### config.mk
export PLATFORM = sky130hd
export DESIGN_NAME = mux_rr_arbiter
export DESIGN_NICKNAME = d
export VERILOG_FILES = /design/src/rtl/mux_rr_arbiter.sv
export SDC_FILE = /design/constraint.sdc
export NUM_CORES = 1
export LEC_CHECK = 0
export ABC_AREA = 1
export CAP_MARGIN = 20
export CORE_ASPECT_RATIO = 1.1
export CORE_MARGIN = 3
export CORE_UTILIZATION = 37
export DETAILED_ROUTE_END_ITERATION = 10
export HOLD_SLACK_MARGIN = 0.05
export PLACE_DENSITY = 0.59
export RECOVER_POWER = 50
export SETUP_SLACK_MARGIN = 0.05
export SYNTH_ARGS = -nofsm -noshare
export SYNTH_HDL_FRONTEND = slang
export SYNTH_SLANG_ARGS = --single-unit
### constraint.sdc
create_clock -name clk -period 12.4 [get_ports clk]
set_clock_uncertainty 0.15 [all_clocks]
set_input_delay 3.72 -clock clk [delete_from_list [all_inputs] [get_ports clk]]
set_output_delay 3.72 -clock clk [all_outputs]
set_load 0.02 [all_outputs]
### src/rtl/mux_rr_arbiter.sv
// rtl/mux_rr_arbiter.sv - round-robin arbiter sharing one mux among 2**SELECT_LINES requesters
// Registered one-hot grant and binary select; optional per-owner hold limit with timeout pulse.
module mux_rr_arbiter #(
   parameter int SELECT_LINES = 4,
   parameter int MAX_HOLD     = 16,
   parameter int HOLD_BITS    = 8
) (
   input  logic                          clk,
   input  logic                          rst,
   input  logic [2**SELECT_LINES-1:0]    req,
   output logic [2**SELECT_LINES-1:0]    grant,
   output logic [SELECT_LINES-1:0]       select,
   output logic                          valid,
   output logic                          timeout
);
   localparam int N = 2**SELECT_LINES;
   localparam logic [HOLD_BITS-1:0] HOLD_LAST = HOLD_BITS'((MAX_HOLD == 0) ? 0 : MAX_HOLD - 1);
   localparam logic [HOLD_BITS-1:0] HOLD_SAT  = '1;

   typedef enum logic {IDLE, GRANT} state_t;

   state_t                  state, state_nx;
   logic [SELECT_LINES-1:0] ptr, ptr_nx, select_nx, win, idx;
   logic [HOLD_BITS-1:0]    hold_cnt, hold_nx;
   logic [N-1:0]            grant_nx, cand;
   logic                    found, owner_req, release_ev, limit_ev;

   assign owner_req  = req[select];
   assign release_ev = (state == GRANT) && !owner_req;
   assign limit_ev   = (MAX_HOLD != 0) && (state == GRANT) && owner_req && (hold_cnt == HOLD_LAST);
   assign timeout    = limit_ev;
   assign valid      = |grant;

   // While granting, the current owner is excluded so a handover always moves on.
   assign cand = (state == GRANT) ? (req & ~(N'(1) << select)) : req;

   always_comb begin
      found = 1'b0;
      win   = '0;
      idx   = '0;
      for (int i = 0; i < N; i++) begin
         idx = ptr + SELECT_LINES'(i);
         if (!found && cand[idx]) begin
            found = 1'b1;
            win   = idx;
         end
      end
   end

   always_comb begin
      state_nx  = state;
      ptr_nx    = ptr;
      select_nx = select;
      grant_nx  = grant;
      hold_nx   = hold_cnt;
      if (state == IDLE) begin
         if (found) begin
            state_nx  = GRANT;
            grant_nx  = N'(1) << win;
            select_nx = win;
            ptr_nx    = win + 1'b1;
            hold_nx   = '0;
         end
      end else if (release_ev || limit_ev) begin
         if (found) begin
            grant_nx  = N'(1) << win;
            select_nx = win;
            ptr_nx    = win + 1'b1;
            hold_nx   = '0;
         end else if (release_ev) begin
            state_nx = IDLE;
            grant_nx = '0;
            hold_nx  = '0;
         end else begin
            // Limit hit with no competitor: owner keeps the mux, pointer still advances.
            hold_nx = '0;
            ptr_nx  = select + 1'b1;
         end
      end else if (hold_cnt != HOLD_SAT) begin
         hold_nx = hold_cnt + 1'b1;
      end
   end

   always_ff @(posedge clk) begin
      if (rst) begin
         state    <= IDLE;
         ptr      <= '0;
         hold_cnt <= '0;
         grant    <= '0;
         select   <= '0;
      end else begin
         state    <= state_nx;
         ptr      <= ptr_nx;
         hold_cnt <= hold_nx;
         grant    <= grant_nx;
         select   <= select_nx;
      end
   end
endmodule

==> metrics.csv, run 1 <==
stage,metric,value,unit
floorplanning,die width,103,µm
clocking,Worst-Skew Late Latency,0.28,ns
logic_synthesis,"EDFF count, synth",0,
floorplanning,num rows,38,
critical_path,R2R setup slack,6.37,ns
floorplanning,die area,11500,µm²
timing,Final TNS setup,0,ns
worst_hold_path,Hold Path Stages,2,
logic_synthesis,Synth Area in Adders,6.25,%
run,# Max-Cap Violations,0,
timing,slew of the pin with the lowest slew margin,0.929,ns
logic_synthesis,register area share after synthesis,17.4,%
critical_path,worst-path cell chain,clkdlybuf4s50_1 -> o21ai_0 -> o221ai_1 -> nand3_1 -> nand2_1 -> inv_1 -> nor2_1 -> inv_1 -> nor2_1 -> clkdlybuf4s50_1,
critical_path,worst reg2reg path endpoint,ptr[2],
logic_synthesis,Simple-Gate Fraction of Synth Area,53.6,%
clocking,CTS tree,yes,
logic_synthesis,Seq cells post-synth,33,
clocking,CTS sink cnt,33,
global_route,largest net degree at the start of global routing,26,
clocking,root buf cell,clkbuf_8,
global_route,vias in the first global route,4217,
logic_synthesis,Synth Area in Compound Gates,11.0,%
logic_synthesis,ys flop type,dfxtp_1,
routing,drt first pass iters,5,
cells_and_area,post-route insts no fill,805,
timing,Final Max Tran Viols,0,
logic_synthesis,mapped cell area,3800,µm²
routing,max layer used,met4,
cells_and_area,"Area growth, synth to finish",14.1,%
place,DP Wirelength,9.83,mm
timing,relative max-transition margin,38.0,%
logic_synthesis,Synth top area share,17.9,%
floorplanning,io pins,40,
logic_synthesis,post-synthesis mux area share,0,%
critical_path,"CP delay by family, top",buffers and inverters,
timing,minimum clock period,9.65,ns
clocking,total CTS buffers,5,
logic_synthesis,Yosys warnings,0,
timing,Min Hold Slack,0.333,ns
global_route,initial antenna violation count,0,
logic_synthesis,Synth top cells by count,"173 x nand2_1, 136 x nand3_1, 65 x inv_1",
critical_path,Reg2Reg Depth,23,
timing,Max Clock Freq,0.104,GHz
critical_path,CP Class,primary input to output port,
logic_synthesis,main combinational cell family by area after synthesis,simple AND/OR/NAND/NOR gates,
status,status,"complete, no violations",
critical_path,CP peak stage delay,0.62,ns
routing,1st-iter DRT viols,262,
logic_synthesis,largest cells by area after synthesis,"nand3_1 18%, dfxtp_1 17%, nand2_1 17%, inv_1 6.4%, ha_1 6.3%",
worst_hold_path,hold path start,grant[0],
timing,RSZ-0062 raised after global routing,false,
critical_path,worst r2r src,ptr[1],
critical_path,Setup crit end kind,output port,
logic_synthesis,post-synthesis net count,692,
floorplanning,core area,9940,µm²
logic_synthesis,Avg Inst Size Synth,5.81,µm²
cells_and_area,Antenna Cells,0,
critical_path,Worst EP required,8.53,ns
global_route,global-route wire length before repair,21.0,mm
routing,Routed Antenna Nets,0,
routing,vias per std cell,5.49,
critical_path,CP Launch Type,primary input,
logic_synthesis,Post-synth ARST share,0,%
timing,Final Setup Violations,0,
cells_and_area,"Core Util, Final",43.7,%
routing,wire length on met1,5.68,mm
timing,final hold violations,0,
clocking,PostCTS Resize Cnt,0,
floorplanning,Die Ht,112,µm
routing,met3 wire length,487,µm
logic_synthesis,XOR/XNOR Fraction of Synth Area,1.81,%
cells_and_area,layout cells sized above 1,6.72,%
cells_and_area,Nets,721,
global_route,Total GRT Usage,22.5,%
timing,Tcrit/Tclk final,77.8,%
logic_synthesis,leading area contributor after synthesis,nand3_1,
clocking,Clock transition at path regs,0.06,ns
routing,drt drc,0,
worst_hold_path,Min-Delay Path Class,flip-flop to flip-flop,
logic_synthesis,synth unique cells,46,
place,dpl cells,797,
timing,post-route setup slack,2.75,ns
critical_path,CP max FO,3,
routing,drt total wl,12.4,mm
critical_path,slowest library cell on the worst path,clkdlybuf4s50_1,
logic_synthesis,most frequent cell after synthesis,nand2_1,
clocking,Post-CTS Setup Inserts,0,
routing,met2 WL,5.87,mm
global_route,total gr overflow,0,
clocking,hold buffer count at cts,0,
critical_path,crit path buf inv count,4,
logic_synthesis,Mapped Cells,655,
power,"IR drop worst, VDD",0.151,mV
routing,wire per inst,15.4,µm
place,gpl congestion,0.913,
worst_hold_path,hold endpoint,grant[0],
floorplanning,Initial Util,38.3,%
clocking,H-tree lvl count,2,
power,Pwr per Cell Area,324,nW/µm²
routing,via count,4417,
place,# port buffers,39,
clocking,CTS max path bufs,2,
place,Place WS,2.79,ns
power,leak pwr,2.05,nW
critical_path,"Arr. time, crit path",5.78,ns
[stage by stage]
stage                     area [µm²]  total power [mW]
final                           4340              1.41
after global routing            4340              1.56
after CTS                       4380              1.43
after detailed placement        4260              1.31
after global placement          4260              1.31
after floorplan                 3800              1.02
[power by group]
part	internal [mW]	switching, mW	leakage, nW
clock network	0.0655	0.0399	0.0585
registers	0.131	0.0516	0.269
logic	0.344	0.777	1.72
[final cells by class]
cell class,count,area [µm²]
clock buffers,7,86.3
clock inverters,1,30.0
fillers,1088,5600
inverters,76,288
multi-input cells,528,2730
flip-flops and latches,33,661
well taps,120,150
repair buffers,40,398
[flip-flops by register name, indices dropped and copies added, names as in the netlist]
| register | cells |
|---|---|
| hold_cnt | 8 |
| state | 1 |
| grant | 16 |
| select | 4 |
| ptr | 4 |
[layout by cell type (no fill, tap or decap), types with 4 or more instances in the layout]
cell,count
ha_1,19
o21ai_0,24
clkbuf_8,6
nor3_1,5
nor2_2,4
nand2_1,176
o21ai_1,4
dfxtp_1,33
inv_2,9
nand3_2,4
nand3_1,136
a21oi_1,27
xor2_1,5
dlygate4sd3_1,21
nand4_1,22
nor4_1,4
inv_1,65
clkdlybuf4s50_1,18
nor2_1,59
nand2_2,5
[kinds of logic (layout without fill, tap and decap cells)]
group,after synthesis,in the layout
AO/OA/AOI/OAI,73,73
flip-flops,33,33
adder cells (fa/ha/maj),19,19
XOR/XNOR,7,7
buffers and inverters,94,124
AND/OR/NAND/NOR,429,429
[tightest hold or removal path: cells and delay by family, from the launching register on]
kind	cells	cell delay, ns
AO/OA/AOI/OAI	1	0.05
AND/OR/NAND/NOR	1	0.06
flip-flops	1	0.32
[worst max path at each step]
stage | start | end | slack, ns | depth (start not counted)
CTS | req[7] | timeout | 2.78 | 10
finish | req[14] | timeout | 2.75 | 10
floorplan | req[6] | timeout | 3.88 | 8
global route | req[7] | timeout | 2.64 | 10
detailed placement | req[7] | timeout | 2.79 | 10
global placement | req[7] | timeout | 2.79 | 10
[routing by layer]
layer / vias to the layer above / track usage, %
met4: 0 / 7.00
li1: 2247 / -
met2: 124 / 37.2
met1: 2024 / 30.6
met5: - / 0
met3: 22 / 2.11
Note: power is estimated with default switching activity, not from simulation.
==> run 2: changes to the inputs <==
--- a/config.mk
+++ b/config.mk
@@ -12,7 +12,7 @@
 export CORE_UTILIZATION = 37
 export DETAILED_ROUTE_END_ITERATION = 10
 export HOLD_SLACK_MARGIN = 0.05
-export PLACE_DENSITY = 0.59
+export PLACE_DENSITY = 0.61
 export RECOVER_POWER = 50
 export SETUP_SLACK_MARGIN = 0.05
 export SYNTH_ARGS = -nofsm -noshare
==> constraint.sdc (replaced) <==
create_clock -name clk -period 8.55 [get_ports clk]
set_clock_uncertainty 0.15 [all_clocks]
set_input_delay 2.565 -clock clk [delete_from_list [all_inputs] [get_ports clk]]
set_output_delay 2.565 -clock clk [all_outputs]
set_load 0.02 [all_outputs]
==> run 2 against run 1 <==
Critical path depth is the same. Setup slack worse by 1.5 ns. Clock power is 45% higher. Largest cell class unchanged. Register-to-register slack worse by 3.7 ns. Via count fell by 0.45%. Clock-buffer cell count is the same. Cell count stayed put. Global-route usage decreased by 1.0 points. Non-clock buffer count unchanged. Largest power group unchanged. Wire length is 0.72% lower. Cell area about the same. Sequential share of layout area barely moved.
==> metrics.csv, run 2 (same netlist as run 1, synthesis figures left out) <==
stage,metric,value,unit
critical_path,Setup crit end kind,output port,
critical_path,worst r2r src,ptr[1],
routing,drt total wl,12.3,mm
cells_and_area,max reg flops,16,
routing,via count,4397,
cells_and_area,post-route insts no fill,805,
critical_path,Worst EP required,5.84,ns
critical_path,CP max FO,3,
power,leak pwr,2.05,nW
routing,drt first pass iters,6,
power,Pwr per Cell Area,470,nW/µm²
floorplanning,io pins,40,
critical_path,"Arr. time, crit path",4.61,ns
clocking,Clock transition at path regs,0.07,ns
clocking,PostCTS Resize Cnt,0,
timing,Final TNS setup,0,ns
power,"IR drop worst, VDD",0.219,mV
critical_path,CP Launch Type,primary input,
floorplanning,Die Ht,112,µm
global_route,Total GRT Usage,21.5,%
routing,Routed Antenna Nets,0,
worst_hold_path,Hold Path Stages,2,
routing,vias per std cell,5.46,
place,Place WS,1.26,ns
cells_and_area,most flop-heavy register,grant,
place,gpl congestion,0.982,
timing,Tcrit/Tclk final,85.6,%
routing,drt drc,0,
place,DP Wirelength,9.77,mm
timing,final hold violations,0,
cells_and_area,highest-count cells in the layout ignoring fill and taps,"175 x nand2_1, 136 x nand3_1, 65 x inv_1",
clocking,Worst-Skew Late Latency,0.29,ns
timing,RSZ-0062 raised after global routing,false,
cells_and_area,"commonest non-fill, non-tap cell in the layout",nand2_1,
global_route,initial antenna violation count,0,
clocking,H-tree lvl count,2,
place,dpl cells,797,
clocking,CTS max path bufs,2,
critical_path,CP Class,primary input to output port,
floorplanning,die area,11500,µm²
clocking,Post-CTS Setup Inserts,0,
run,# Max-Cap Violations,0,
timing,slew of the pin with the lowest slew margin,0.977,ns
worst_hold_path,Min-Delay Path Class,flip-flop to flip-flop,
global_route,largest net degree at the start of global routing,26,
place,# port buffers,39,
floorplanning,Initial Util,38.3,%
timing,Final Max Tran Viols,0,
routing,wire per inst,15.3,µm
global_route,vias in the first global route,3979,
routing,1st-iter DRT viols,292,
status,status,"complete, no violations",
cells_and_area,layout cells sized above 1,6.72,%
timing,post-route setup slack,1.23,ns
timing,minimum clock period,7.32,ns
clocking,CTS sink cnt,33,
timing,relative max-transition margin,34.7,%
cells_and_area,Nets,721,
worst_hold_path,hold path start,grant[11],
floorplanning,die width,103,µm
critical_path,worst reg2reg path endpoint,grant[3],
floorplanning,num rows,38,
timing,Max Clock Freq,0.137,GHz
global_route,global-route wire length before repair,19.9,mm
global_route,total gr overflow,0,
critical_path,R2R setup slack,2.67,ns
clocking,root buf cell,clkbuf_8,
floorplanning,core area,9940,µm²
cells_and_area,filler cell count,1081,
timing,Final Setup Violations,0,
clocking,total CTS buffers,5,
critical_path,Reg2Reg Depth,20,
clocking,hold buffer count at cts,0,
cells_and_area,Antenna Cells,0,
worst_hold_path,hold endpoint,grant[11],
clocking,CTS tree,yes,
cells_and_area,"Area growth, synth to finish",14.1,%
cells_and_area,biggest regs,"grant (16), hold_cnt (8)",
-- run 2: cell counts in the layout (fill, tap and decap cells not counted) --
Identical to the previous run, type by type.
-- run 2: critical path: stages --
cell,delay [ns]
clkdlybuf4s50_1,0.51
o21ai_0,0.10
o221ai_1,0.23
nand3_1,0.11
nand2_1,0.13
inv_1,0.05
nor2_1,0.11
inv_1,0.08
nor2_1,0.11
clkdlybuf4s50_1,0.62
-- run 2: stage by stage --
step	cell area (µm²)	hold WS, ns	utilization, %	power [mW]
5_1_grt	4340	0.354	43.7	2.25
6_report	4340	0.334	43.7	2.04
3_3_place_gp	4260	0.324	42.9	1.89
4_1_cts	4380	0.339	44.0	2.06
2_1_floorplan	3800	0.313	-	1.48
3_5_place_dp	4260	0.325	42.9	1.90
-- run 2: worst max-delay path by stage --
stage / startpoint / endpoint / cells past startpoint
final: req[14] / timeout / 10
after global routing: req[2] / timeout / 10
after CTS: req[2] / timeout / 10
after detailed placement: req[2] / timeout / 10
after global placement: req[2] / timeout / 10
after floorplan: req[6] / timeout / 8
-- run 2: final cells by class --
type | count | area (µm²) | share of cell area, %
clock buffers | 7 | 86.3 | 1.99
well taps | 120 | 150 | 3.46
multi-input cells | 528 | 2730 | 62.8
flip-flops and latches | 33 | 661 | 15.2
inverters | 76 | 288 | 6.63
repair buffers | 40 | 398 | 9.17
clock inverters | 1 | 30.0 | 0.692
-- run 2: power breakdown --
| group | switching (mW) | total [mW] | internal, mW |
|---|---|---|---|
| registers | 0.0739 | 0.263 | 0.189 |
| clock network | 0.0571 | 0.152 | 0.0950 |
| logic | 1.12 | 1.62 | 0.499 |
-- run 2: per-layer routing --
metal	share of wire (%)	global-route usage [%]	vias up
met5	0	0	-
met4	2.6	6.56	0
met3	5.8	3.29	21
met2	47	34.8	136
met1	45	29.0	1999
li1	-	-	2241
